$ cat config.mk
export PLATFORM = sky130hd
export DESIGN_NAME = step_pulse_scheduler_flat
export DESIGN_NICKNAME = d
export VERILOG_FILES = /design/src/rtl/step_pulse_scheduler_pkg.sv /design/src/rtl/step_pulse_scheduler_if.sv /design/src/rtl/step_pulse_scheduler_counter.sv /design/src/rtl/step_pulse_scheduler.sv /design/src/flat_wrapper.sv
export SDC_FILE = /design/constraint.sdc
export NUM_CORES = 1
export LEC_CHECK = 0
export CORE_MARGIN = 2
export CORE_UTILIZATION = 40
export CTS_BUF_LIST = sky130_fd_sc_hd__clkbuf_8
export CTS_CLUSTER_DIAMETER = 60
export DETAILED_ROUTE_END_ITERATION = 8
export GPL_ROUTABILITY_DRIVEN = 0
export SKIP_CTS_REPAIR_TIMING = 1
export SYNTH_ARGS = -nofsm -noshare
export SYNTH_HDL_FRONTEND = slang
export SYNTH_HIERARCHICAL = 1
export SYNTH_SLANG_ARGS = --single-unit
$ cat constraint.sdc
create_clock -name clk -period 6.2 [get_ports clk]
set_clock_uncertainty 0.05 [all_clocks]
set_input_delay 1.24 -clock clk [delete_from_list [all_inputs] [get_ports clk]]
set_output_delay 1.24 -clock clk [all_outputs]
set_load 0.01 [all_outputs]
$ cat src/rtl/step_pulse_scheduler_pkg.sv
// Shared defaults and state encoding for the step pulse scheduler.
package step_pulse_scheduler_pkg;

    localparam int CNT_W_DEF = 32;

    typedef enum logic [1:0] {
        ST_IDLE  = 2'd0,
        ST_SETUP = 2'd1,
        ST_RUN   = 2'd2,
        ST_DONE  = 2'd3
    } state_t;

endpackage

$ cat src/rtl/step_pulse_scheduler_if.sv
// Move-command handshake between the profile generator and the step pulse scheduler.
interface step_pulse_scheduler_if
    import step_pulse_scheduler_pkg::*;
#(
    parameter int CNT_W = CNT_W_DEF
);

    logic             cmd_valid;
    logic             cmd_ready;
    logic [CNT_W-1:0] cmd_period;
    logic [CNT_W-1:0] cmd_steps;
    logic             cmd_dir;

    modport master (
        output cmd_valid,
        output cmd_period,
        output cmd_steps,
        output cmd_dir,
        input  cmd_ready
    );

    modport slave (
        input  cmd_valid,
        input  cmd_period,
        input  cmd_steps,
        input  cmd_dir,
        output cmd_ready
    );

endinterface

$ cat src/rtl/step_pulse_scheduler_counter.sv
// Step-period up-counter; clear has priority over enable.
module step_pulse_scheduler_counter #(
    parameter int CNT_W = 32
) (
    input  logic             clk,
    input  logic             rst_n,
    input  logic             en,
    input  logic             clr,
    output logic [CNT_W-1:0] count
);

    always_ff @(posedge clk or negedge rst_n) begin
        if (!rst_n) begin
            count <= '0;
        end else if (clr) begin
            count <= '0;
        end else if (en) begin
            count <= count + CNT_W'(1);
        end
    end

endmodule

$ cat src/rtl/step_pulse_scheduler.sv
// Emits fixed-width step pulses spaced by the commanded period for the commanded step count.
//
// state | meaning
// IDLE  | ready for a command; rejects illegal periods, zero-step moves finish at once
// SETUP | dir_out settling for DIR_SETUP cycles before the first pulse
// RUN   | counter runs 0..period-1 per step, step_out high for the first PULSE_W counts
// DONE  | one-cycle done pulse, then back to IDLE
module step_pulse_scheduler
    import step_pulse_scheduler_pkg::*;
#(
    parameter int CNT_W     = CNT_W_DEF,
    parameter int PULSE_W   = 4,
    parameter int DIR_SETUP = 2
) (
    input  logic                  clk,
    input  logic                  rst_n,
    step_pulse_scheduler_if.slave cmd,
    input  logic                  abort,
    output logic                  step_out,
    output logic                  dir_out,
    output logic                  busy,
    output logic [CNT_W-1:0]      steps_left,
    output logic                  done,
    output logic                  aborted,
    output logic                  err
);

    localparam int               SW         = (DIR_SETUP > 1) ? $clog2(DIR_SETUP) : 1;
    localparam logic [CNT_W-1:0] MIN_PERIOD = CNT_W'(PULSE_W + 1);
    localparam logic [CNT_W-1:0] PULSE_LAST = CNT_W'(PULSE_W - 1);
    localparam logic [SW-1:0]    SETUP_LOAD = SW'(DIR_SETUP - 1);

    state_t           state;
    logic             ready_q;
    logic [CNT_W-1:0] period_m1;
    logic [CNT_W-1:0] count;
    logic [SW-1:0]    setup_cnt;
    logic             accept;
    logic             period_end;
    logic             cnt_en;
    logic             cnt_clr;

    // abort blocks acceptance combinationally so an abort never races a new command in
    assign cmd.cmd_ready = ready_q & ~abort;
    assign accept        = cmd.cmd_valid & cmd.cmd_ready;
    assign period_end    = (count == period_m1);
    assign cnt_en        = (state == ST_RUN);
    assign cnt_clr       = (state != ST_RUN) | abort | period_end;

    step_pulse_scheduler_counter #(
        .CNT_W (CNT_W)
    ) u_counter (
        .clk   (clk),
        .rst_n (rst_n),
        .en    (cnt_en),
        .clr   (cnt_clr),
        .count (count)
    );

    always_ff @(posedge clk or negedge rst_n) begin
        if (!rst_n) begin
            state      <= ST_IDLE;
            ready_q    <= 1'b1;
            step_out   <= 1'b0;
            dir_out    <= 1'b0;
            busy       <= 1'b0;
            steps_left <= '0;
            done       <= 1'b0;
            aborted    <= 1'b0;
            err        <= 1'b0;
            period_m1  <= '0;
            setup_cnt  <= '0;
        end else begin
            done    <= 1'b0;
            aborted <= 1'b0;
            err     <= 1'b0;
            case (state)
                ST_IDLE: begin
                    if (accept) begin
                        if (cmd.cmd_period < MIN_PERIOD) begin
                            err <= 1'b1;
                        end else if (cmd.cmd_steps == '0) begin
                            state   <= ST_DONE;
                            ready_q <= 1'b0;
                            done    <= 1'b1;
                        end else begin
                            state      <= ST_SETUP;
                            ready_q    <= 1'b0;
                            busy       <= 1'b1;
                            dir_out    <= cmd.cmd_dir;
                            steps_left <= cmd.cmd_steps;
                            period_m1  <= cmd.cmd_period - CNT_W'(1);
                            setup_cnt  <= SETUP_LOAD;
                        end
                    end
                end
                ST_SETUP: begin
                    if (abort) begin
                        state   <= ST_IDLE;
                        ready_q <= 1'b1;
                        busy    <= 1'b0;
                        aborted <= 1'b1;
                    end else if (setup_cnt == '0) begin
                        state      <= ST_RUN;
                        step_out   <= 1'b1;
                        steps_left <= steps_left - CNT_W'(1);
                    end else begin
                        setup_cnt <= setup_cnt - SW'(1);
                    end
                end
                ST_RUN: begin
                    if (abort) begin
                        state    <= ST_IDLE;
                        ready_q  <= 1'b1;
                        busy     <= 1'b0;
                        step_out <= 1'b0;
                        aborted  <= 1'b1;
                    end else if (period_end) begin
                        if (steps_left == '0) begin
                            state    <= ST_DONE;
                            busy     <= 1'b0;
                            step_out <= 1'b0;
                            done     <= 1'b1;
                        end else begin
                            step_out   <= 1'b1;
                            steps_left <= steps_left - CNT_W'(1);
                        end
                    end else begin
                        // registered: high on the next count when it is still below PULSE_W
                        step_out <= (count < PULSE_LAST);
                    end
                end
                ST_DONE: begin
                    state   <= ST_IDLE;
                    ready_q <= 1'b1;
                end
                default: begin
                    state <= ST_IDLE;
                end
            endcase
        end
    end

endmodule
$ cat src/flat_wrapper.sv
// flat-port wrapper written by rule: the top's interface ports become plain ports
module step_pulse_scheduler_flat import step_pulse_scheduler_pkg::*;
#(
    parameter int CNT_W     = CNT_W_DEF,
    parameter int PULSE_W   = 4,
    parameter int DIR_SETUP = 2
)
  (clk, rst_n, abort, step_out, dir_out, busy, steps_left, done, aborted, err, cmd_cmd_valid, cmd_cmd_period, cmd_cmd_steps, cmd_cmd_dir, cmd_cmd_ready);
  step_pulse_scheduler_if #(.CNT_W(CNT_W)) cmd_i ();
  input  logic clk;
  input  logic rst_n;
  input  logic abort;
  output logic step_out;
  output logic dir_out;
  output logic busy;
  output logic [CNT_W-1:0] steps_left;
  output logic done;
  output logic aborted;
  output logic err;
  input wire logic [$bits(cmd_i.cmd_valid)-1:0] cmd_cmd_valid;
  input wire logic [$bits(cmd_i.cmd_period)-1:0] cmd_cmd_period;
  input wire logic [$bits(cmd_i.cmd_steps)-1:0] cmd_cmd_steps;
  input wire logic [$bits(cmd_i.cmd_dir)-1:0] cmd_cmd_dir;
  output wire logic [$bits(cmd_i.cmd_ready)-1:0] cmd_cmd_ready;
  assign cmd_i.cmd_valid = cmd_cmd_valid;
  assign cmd_i.cmd_period = cmd_cmd_period;
  assign cmd_i.cmd_steps = cmd_cmd_steps;
  assign cmd_i.cmd_dir = cmd_cmd_dir;
  assign cmd_cmd_ready = cmd_i.cmd_ready;
  step_pulse_scheduler #(.CNT_W(CNT_W), .PULSE_W(PULSE_W), .DIR_SETUP(DIR_SETUP)) u_core (.clk(clk), .rst_n(rst_n), .cmd(cmd_i), .abort(abort), .step_out(step_out), .dir_out(dir_out), .busy(busy), .steps_left(steps_left), .done(done), .aborted(aborted), .err(err));
endmodule
======== Word-level counts from Yosys, hierarchy flattened ========
Cells that the tools add are included.
word-level totals
  register bits ........................... 106
  bits of input ports ..................... 69
  output and inout bits ................... 39
  word-level logic and storage cells ...... 111
operators by class
  add/sub/neg operators ................... 4
  magnitude comparators ................... 2
  equal/unequal tests ..................... 18
  muxes and demuxes ....................... 53
  bitwise operators ....................... 7
  reduce and logical (&&, ||, !) cells .... 15
operator list
  kind                                                  count
  2-to-1 mux 32 bit                                     10
  case mux 32 bit (3 select lines)                      1
  zero test 32 bit                                      2
  subtractor 32 x 1 -> 32 bit (second input constant)   2
  adder 32 x 1 -> 32 bit (second input constant)        1
  equality test 32 bit                                  1
  < comparator 32 x 2 -> 1 bit (second input constant)  1
  < comparator 32 x 3 -> 1 bit (second input constant)  1
  2-to-1 mux 1 bit                                      28
  2-to-1 mux 2 bit                                      8
  != test 2 bit (second input constant)                 8
  AND reduction 5 bit                                   2
  AND reduction 9 bit                                   1
  case mux 2 bit (4 select lines)                       1
  AND reduction 7 bit                                   1
  != test 2 x 1 -> 1 bit (second input constant)        3
  != test 3 bit (second input constant)                 2
  case mux 1 bit (2 select lines)                       3
  case mux 1 bit (3 select lines)                       2
  AND reduction 3 bit                                   2
  nonzero test 2 bit                                    3
  equality test 2 bit (second input constant)           2
  AND reduction 4 bit                                   1
  != test 3 x 2 -> 1 bit (second input constant)        1
  other kinds (8)                                       12

======== Longest topological paths before layout ========
Gate-level depths: netlist (run 1).
  depth after elaboration ................. 5
  mapped depth ............................ 11
  gate-level depth less buffers ........... 8

======== Cells and area by module ========
The synthesis (run 1) kept the hierarchy.
modules (own cells, without submodules)
  module                        instances  cells each  area an instance (sq um)  seq. area each (sq um)
  step_pulse_scheduler          1          582         5129.9                    1853.0
  step_pulse_scheduler_counter  1          178         1701.6                    800.8

======== Least setup slack after synthesis (run 1) ========
OpenSTA, ideal clock, no wires.
  kind .................................... input-to-reg
  start ................................... input port cmd_cmd_period[7]
  end ..................................... register u_core.steps_left[10]
  library setup time ...................... 0.123 ns
  data arrival time ....................... 3.590 ns
  required time ........................... 6.027 ns
  path slack .............................. 2.437 ns
  cell stages on the path ................. 9
  buffers on the path ..................... 3
  path through ............................ or3_1 clkbuf_1 or4b_4 nor4_4 o32ai_2 and3_1 buf_6 buf_6 o221a_1
on the way
  word-level cells in the longest chain between the ends .. 3
RTL lines
  what                                  RTL line                     source
  start: declaration                    flat_wrapper.sv:21           input wire logic [$bits(cmd_i.cmd_period)-1:0] cmd_cmd_period;
  < comparator 32 x 3 -> 1 bit          step_pulse_scheduler.sv:80   if (cmd.cmd_period < MIN_PERIOD) begin
  != test 2 bit (no source line)        -
  AND reduction 9 bit (no source line)  -
  end signal: assignment                step_pulse_scheduler.sv:91   steps_left <= cmd.cmd_steps;
  end signal: assignment                step_pulse_scheduler.sv:106  steps_left <= steps_left - CNT_W'(1);
  end signal: assignment                step_pulse_scheduler.sv:126  steps_left <= steps_left - CNT_W'(1);
  end: declaration                      step_pulse_scheduler.sv:22   output logic [CNT_W-1:0] steps_left,
No other way between the ends.
A chain may end at the register's enable or synchronous reset.

======== Worst setup path in the final report (run 1) ========
  start ................................... input port cmd_cmd_period[20]
  end ..................................... register u_core.steps_left[13]
Same word-level chain as after synthesis.

==> results of run 1 <==
-- flip-flops by register name, summed over array words and instances (netlist names), 2 cells and up --
signal / count
u_core/period_m1: 32
u_core/state: 2
u_core/steps_left: 32
u_core/u_counter/count: 32
-- cell type report --
cell class / count / area [um2] / area share, %
Inverter: 33 / 123.9 / 1.501
Sequential cell: 106 / 2654 / 32.16
Clock inverter: 2 / 12.51 / 0.1516
Tap cell: 220 / 275.3 / 3.336
Timing Repair Buffer: 118 / 1151 / 13.95
Clock buffer: 12 / 165.2 / 2.002
Multi-Input combinational cell: 578 / 3870 / 46.90
-- layer usage --
metal / global-route usage (%) / up-vias
met3: 2.778 / 32
met4: 8.421 / 0
met2: 33.81 / 224
li1: - / 3044
met1: 31.52 / 3121
met5: 0 / -
-- metrics by stage --
step,total power (W),instances
floorplan,0.002277,760
global placement,0.002837,1055
detailed placement,0.002883,1055
CTS,0.003297,1069
global route,0.003531,1069
finish,0.003286,1069
-- layout by cell type, fill, tap and decap left out, types with 14 or more instances in the layout --
cell type,instances
sky130_fd_sc_hd__clkdlybuf4s50_1,106
sky130_fd_sc_hd__dfrtp_1,105
sky130_fd_sc_hd__nand2_1,64
sky130_fd_sc_hd__nor2_1,56
sky130_fd_sc_hd__nor4_1,48
sky130_fd_sc_hd__nor3_1,43
sky130_fd_sc_hd__xor2_1,39
sky130_fd_sc_hd__o21ai_0,34
sky130_fd_sc_hd__inv_1,33
sky130_fd_sc_hd__xnor2_1,33
sky130_fd_sc_hd__a21oi_1,24
sky130_fd_sc_hd__or4_1,18
sky130_fd_sc_hd__nand4_1,18
sky130_fd_sc_hd__a41oi_1,16
sky130_fd_sc_hd__o221a_1,15
sky130_fd_sc_hd__and3_1,14
-- logic make-up (layout without fill, tap and decap cells) --
kind of cell | Yosys count | count (layout) | share of synthesized area (%)
DFF | 106 | 106 | 38.85
xor gates and xnor gates | 72 | 72 | 9.231
and+or+nand+nor | 325 | 325 | 26.23
muxes | 15 | 15 | 2.344
AOI/OAI and AO/OA | 158 | 158 | 17.18
buffers and inverters | 76 | 165 | 4.707
adders and majority gates | 8 | 8 | 1.465
-- report_power, final --
| part | total (W) | internal [W] | switching, W | leakage, nW |
|---|---|---|---|---|
| sequential | 0.00119 | 0.000925 | 0.000266 | 1.36 |
| combinational | 0.00169 | 0.000776 | 0.000911 | 1.77 |
| clock | 0.000409 | 0.000174 | 0.000234 | 0.0903 |
-- worst max path at each step --
stage	to	cells past startpoint
global placement	u_core/steps_left[13]$_DFFE_PN0P_	8
detailed placement	u_core/steps_left[13]$_DFFE_PN0P_	8
global route	u_core/steps_left[29]$_DFFE_PN0P_	8
floorplan	u_core/steps_left[10]$_DFFE_PN0P_	9
CTS	u_core/steps_left[23]$_DFFE_PN0P_	8
finish	u_core/steps_left[13]$_DFFE_PN0P_	8
-- worst register-to-register path, stage by stage (launching register included) --
cell and delay [ns]:
sky130_fd_sc_hd__dfrtp_1 0.52, sky130_fd_sc_hd__xor2_1 0.20, sky130_fd_sc_hd__nor4_1 0.31, sky130_fd_sc_hd__nand4_1 0.39, sky130_fd_sc_hd__o211ai_1 0.30, sky130_fd_sc_hd__buf_4 0.41, sky130_fd_sc_hd__o2111ai_1 0.20, sky130_fd_sc_hd__buf_4 0.24
sky130_fd_sc_hd__or3b_2 0.52, sky130_fd_sc_hd__or4_1 0.41, sky130_fd_sc_hd__a21oi_1 0.17
==> results.cfg, run 1 <==
[status]
status = finished, final reports clean

[sta]
fmaxAchievable_mhz = 220.4
layout_setup_ws_ns = 1.663
tns_ns = 0
slew_headroom_pct = 25.75
worst_pin_slew_ns = 1.113
final_period_minus_worst_setup_slack_ns = 4.537
timing.final.max_slew_violations = 0
setup-violations-final = 0
report.final.hold_viol_count = 0
layout_worst_path_cycle_share_pct = 73.17
grt_setup_unrepaired = false
hold-worst-slack_ns = 0.4606

[clock_network]
cts_sinks = 106
cts-root-buf = sky130_fd_sc_hd__clkbuf_8
clkSlewWorstSetupHoldPaths_ns = 0.10
cts_buffer_count = 9
cts_tree = done
htree_num_levels = 3
insertion_delay_ns = 0.38
ctsLongestPathBuffers = 2

[synth]
syn_nets = 837
synth_enable_flop_cells = 0
post-synth-top-count-cell = sky130_fd_sc_hd__dfrtp_1
number_of_instances_in_the_synthesized_netlist = 760
syn-mean-instance-area_um2 = 8.989
netlist_area_um2 = 6832
synth_common_cells = sky130_fd_sc_hd__dfrtp_1, sky130_fd_sc_hd__nand2_1, sky130_fd_sc_hd__nor2_1
synth_seq_cells = 106
netlist-cell-type-count = 68
synth-main-ff-cell = sky130_fd_sc_hd__dfrtp_1
synth_top_cell_area_share_pct = 38.46
yosysSeqAreaShare_pct = 38.85
postSynth.asyncResetShare_pct = 100.0
ys_warn_count = 6
synth.top_cells.by_area = sky130_fd_sc_hd__dfrtp_1, sky130_fd_sc_hd__xor2_1, sky130_fd_sc_hd__nor4_1
synthDominantAreaCellType = sky130_fd_sc_hd__dfrtp_1

[global_routing]
grt_first_pass_wirelength_um = 31920
grt_util_all_layers_pct = 21.94
grt_overflow_total = 0
via_count_of_the_first_global_routing_pass = 6111
largest_net_degree_at_the_start_of_global_routing = 59
grt_antenna_before_repair = 0

[setup_path]
critical_path.max_stage_delay_ns = 0.59
worstSetupStartpoint = cmd_cmd_period[20]
slowest_stage = sky130_fd_sc_hd__or4_4
arrival_time_reported_for_the_critical_path_endpoint_ns = 4.76
required_ns = 6.42
worst_r2r_endpoint = u_core/u_counter/count[29]$_DFFE_PN0P_
r2r_setup_slack_ns = 2.41
timing.critical_path.cells = clkdlybuf4s50_1 > or4_4 > or4b_4 > nor4_4 > o32ai_2 > buf_4 > and3_1 > mux2_1
cell_type_group_with_the_largest_total_delay_on_the_critical_path = simple AND/OR/NAND/NOR gates
critPathCaptureType = flip-flop
crit_path_max_fanout = 28
cp-start-kind = input port
r2r-start = u_core/u_counter/count[18]$_DFFE_PN0P_
crit_buf_inv = 2
worstSetupPathType = in -> reg
ff2ff_path_depth = 10

[floorplanning]
die_y_um = 134.7
i_o_pin_total = 108
design.core.area_um2 = 16640
die-area_um2 = 18140
starting_utilization_of_the_core_area_pct = 41.05
floorplan.die.width_um = 134.7
rows = 47

[drt]
route.vias.total = 6421
highest-signal-layer = met4
firstDrtPassIters = 8
routed_wire_length_per_instance_um = 18.35
dr_wl_met2_um = 8965
vias_per_std_cell = 6.007
postRouteWirelength_um = 19620
drt-initial-drc-count = 584
met3_length_um = 1106
drcViolationCount = 0
ant_nets = 0
wirelength_met1_um = 9070

[finish]
area_growth_pct = 20.79
insertedDiodeCount = 0
final_util_pct = 49.58
design.final.nets = 923
finalInstanceArea_um2 = 8252
drive_above_1_share_pct = 5.771
fill_cells = 1532

[place]
dpl_worst_slack_ns = 1.249
dp_hpwl_um = 14290
dpl-instance-area_um2 = 8074
total_of_buffers_placed_on_input_and_output_ports = 107

[pwr]
worst_ir_drop_vdd_mv = 0.2447
cellPowerDensity_nw_per_um2 = 398.2
leakagePower_nw = 3.213

[flow_run]
timing.max_cap.violations = 0

[worst_hold_path]
worst_hold_startpoint = u_core/period_m1[28]$_DFFE_PN0P_
worst_hold_path.endpoint = u_core/period_m1[28]$_DFFE_PN0P_
classification_of_the_worst_slack_hold_path = reg -> reg
worstHoldPathCells = 2
(Power assumes the default switching activity.)
==> run 2: changes to the inputs <==
Clock period 6.2 ns to 4.6 ns, I/O delays scaled along.
==> run 2 against run 1 <==
Wire length increased by 1.9%; final area increased by 0.53%; power increased by 37%; non-clock buffer count increased by 3; die area unchanged; sequential cell count unchanged; critical path depth decreased by 1; utilization increased by 0.26 points; clock-buffer cell count decreased by 2; via count increased by 0.89%; worst hold slack improved by 0.0020 ns; first-iteration DRC count decreased by 7.0%; critical path type unchanged.
==> results.cfg, run 2 (synthesized netlist as in run 1, its figures left out) <==
[setup_path]
ff2ff_path_depth = 8
arrival_time_reported_for_the_critical_path_endpoint_ns = 4.20
crit_path_max_fanout = 23
cell_type_group_with_the_largest_total_delay_on_the_critical_path = simple AND/OR/NAND/NOR gates
crit_buf_inv = 1
cp-start-kind = input port
critical_path.max_stage_delay_ns = 0.58
worstSetupPathType = in -> reg
critPathCaptureType = flip-flop
required_ns = 4.83
slowest_stage = sky130_fd_sc_hd__or4_4
timing.critical_path.cells = clkdlybuf4s50_1 > or4_4 > or4b_4 > nor4_4 > o32ai_2 > and3_1 > mux2_1
critical_path_cell_count = 7

[clock_network]
cts-root-buf = sky130_fd_sc_hd__clkbuf_8
insertion_delay_ns = 0.38
htree_num_levels = 3
ctsLongestPathBuffers = 2
clkSlewWorstSetupHoldPaths_ns = 0.11
cts_buffer_count = 9
cts_tree = done
cts_sinks = 106

[sta]
tns_ns = 0
hold-worst-slack_ns = 0.4625
report.final.hold_viol_count = 0
setup-violations-final = 0
timing.final.max_slew_violations = 0
layout_worst_path_cycle_share_pct = 86.38
grt_setup_unrepaired = false
slew_headroom_pct = 24.03
worst_pin_slew_ns = 1.140
final_period_minus_worst_setup_slack_ns = 3.974
fmaxAchievable_mhz = 251.7

[finish]
design.final.nets = 926
registers_with_the_most_flip_flops = u_core/period_m1 (32), u_core/steps_left (32), u_core/u_counter/count (32)
finalInstanceArea_um2 = 8295
area_growth_pct = 21.43
register_area_um2 = 2654
fill_cells = 1547
drive_above_1_share_pct = 5.862
total_area_of_multi_input_combinational_cells_um2 = 3870
insertedDiodeCount = 0
most-common-layout-cells = sky130_fd_sc_hd__clkdlybuf4s50_1, sky130_fd_sc_hd__dfrtp_1, sky130_fd_sc_hd__nand2_1
layout_commonest_cell = sky130_fd_sc_hd__clkdlybuf4s50_1

[drt]
route.vias.total = 6478
routed_wire_length_per_instance_um = 18.62
firstDrtPassIters = 7
vias_per_std_cell = 6.037
drcViolationCount = 0
drt-initial-drc-count = 543
postRouteWirelength_um = 19980
ant_nets = 0

[pwr]
swShare_pct = 42.91
worst_ir_drop_vdd_mv = 0.5650
switching_power_w = 0.001930
power.share.combinational_pct = 51.4
seqPwrFrac_pct = 35.5
clkPwrFrac_pct = 13.1
p_int_w = 0.002567
pnr_total_power_w = 0.004497
cellPowerDensity_nw_per_um2 = 542.1
leakagePower_nw = 3.244

[global_routing]
grt_util_all_layers_pct = 22.35
largest_net_degree_at_the_start_of_global_routing = 52
via_count_of_the_first_global_routing_pass = 6050
grt_overflow_total = 0
grt_first_pass_wirelength_um = 32250
grt_antenna_before_repair = 0

[floorplanning]
rows = 47
floorplan.die.width_um = 134.7
design.core.area_um2 = 16640
die_y_um = 134.7
die-area_um2 = 18140
starting_utilization_of_the_core_area_pct = 41.05
i_o_pin_total = 108

[worst_hold_path]
classification_of_the_worst_slack_hold_path = reg -> reg
worstHoldPathCells = 2

[flow_run]
timing.max_cap.violations = 0

[status]
status = finished, final reports clean

[place]
dpl-instance-area_um2 = 8109
total_of_buffers_placed_on_input_and_output_ports = 107
dp_hpwl_um = 14350
run 2: area by class of cell:
type	instances	area share, %
multi-input cells	578	46.65
well taps	220	3.318
repair buffers	121	14.30
clock inverters	5	0.5882
inverters	33	1.493
flip-flops and latches	106	31.99
clock buffers	10	1.659
run 2: worst paths after layout:
check	start	end	slack [ns]
min in group asynchronous	rst_n	u_core/period_m1[20]$_DFFE_PN0P_	0.50
setup reg to reg	u_core/u_counter/count[7]$_DFFE_PN0P_	u_core/u_counter/count[29]$_DFFE_PN0P_	1.12
max in group asynchronous	rst_n	u_core/steps_left[5]$_DFFE_PN0P_	3.13
hold reg to reg	u_core/period_m1[13]$_DFFE_PN0P_	u_core/period_m1[13]$_DFFE_PN0P_	0.46
hold / removal	u_core/period_m1[13]$_DFFE_PN0P_	u_core/period_m1[13]$_DFFE_PN0P_	0.46
setup / recovery	cmd_cmd_period[20]	u_core/steps_left[13]$_DFFE_PN0P_	0.63
run 2: metrics by stage:
stage | utilization [%] | setup WS, ns | std cells
global route | 49.85 | 0.5017 | 1073
finish | 49.85 | 0.6264 | 1073
global placement | 48.73 | 0.2805 | 1058
CTS | 49.85 | 0.6324 | 1073
floorplan | - | 1.157 | 760
detailed placement | 48.73 | 0.2192 | 1058
run 2: power by group through the flow:
stage	Clock, W	Combinational (W)	Sequential (W)
after global routing	0.000644	0.00253	0.00165
after detailed placement	0	0.00229	0.00161
after global placement	0	0.00224	0.00160
final	0.000588	0.00231	0.00160
after CTS	0.000608	0.00230	0.00159
after floorplan	0	0.00149	0.00158
run 2: worst min-delay path: cells and delay by family (launching register included):
kind | cells | cell delay, ns
AO/OA/AOI/OAI | 1 | 0.06
flip-flops | 1 | 0.37
AND/OR/NAND/NOR | 1 | 0.05
run 2: layer usage:
metal  part of all wire, %  vias to the layer above  GRT usage, %
met3                   5.4                       37         2.553
li1                      -                     3062             -
met5                     0                        -             0
met1                    47                     3136         32.82
met4                   2.7                        0         9.591
met2                    45                      243         33.31
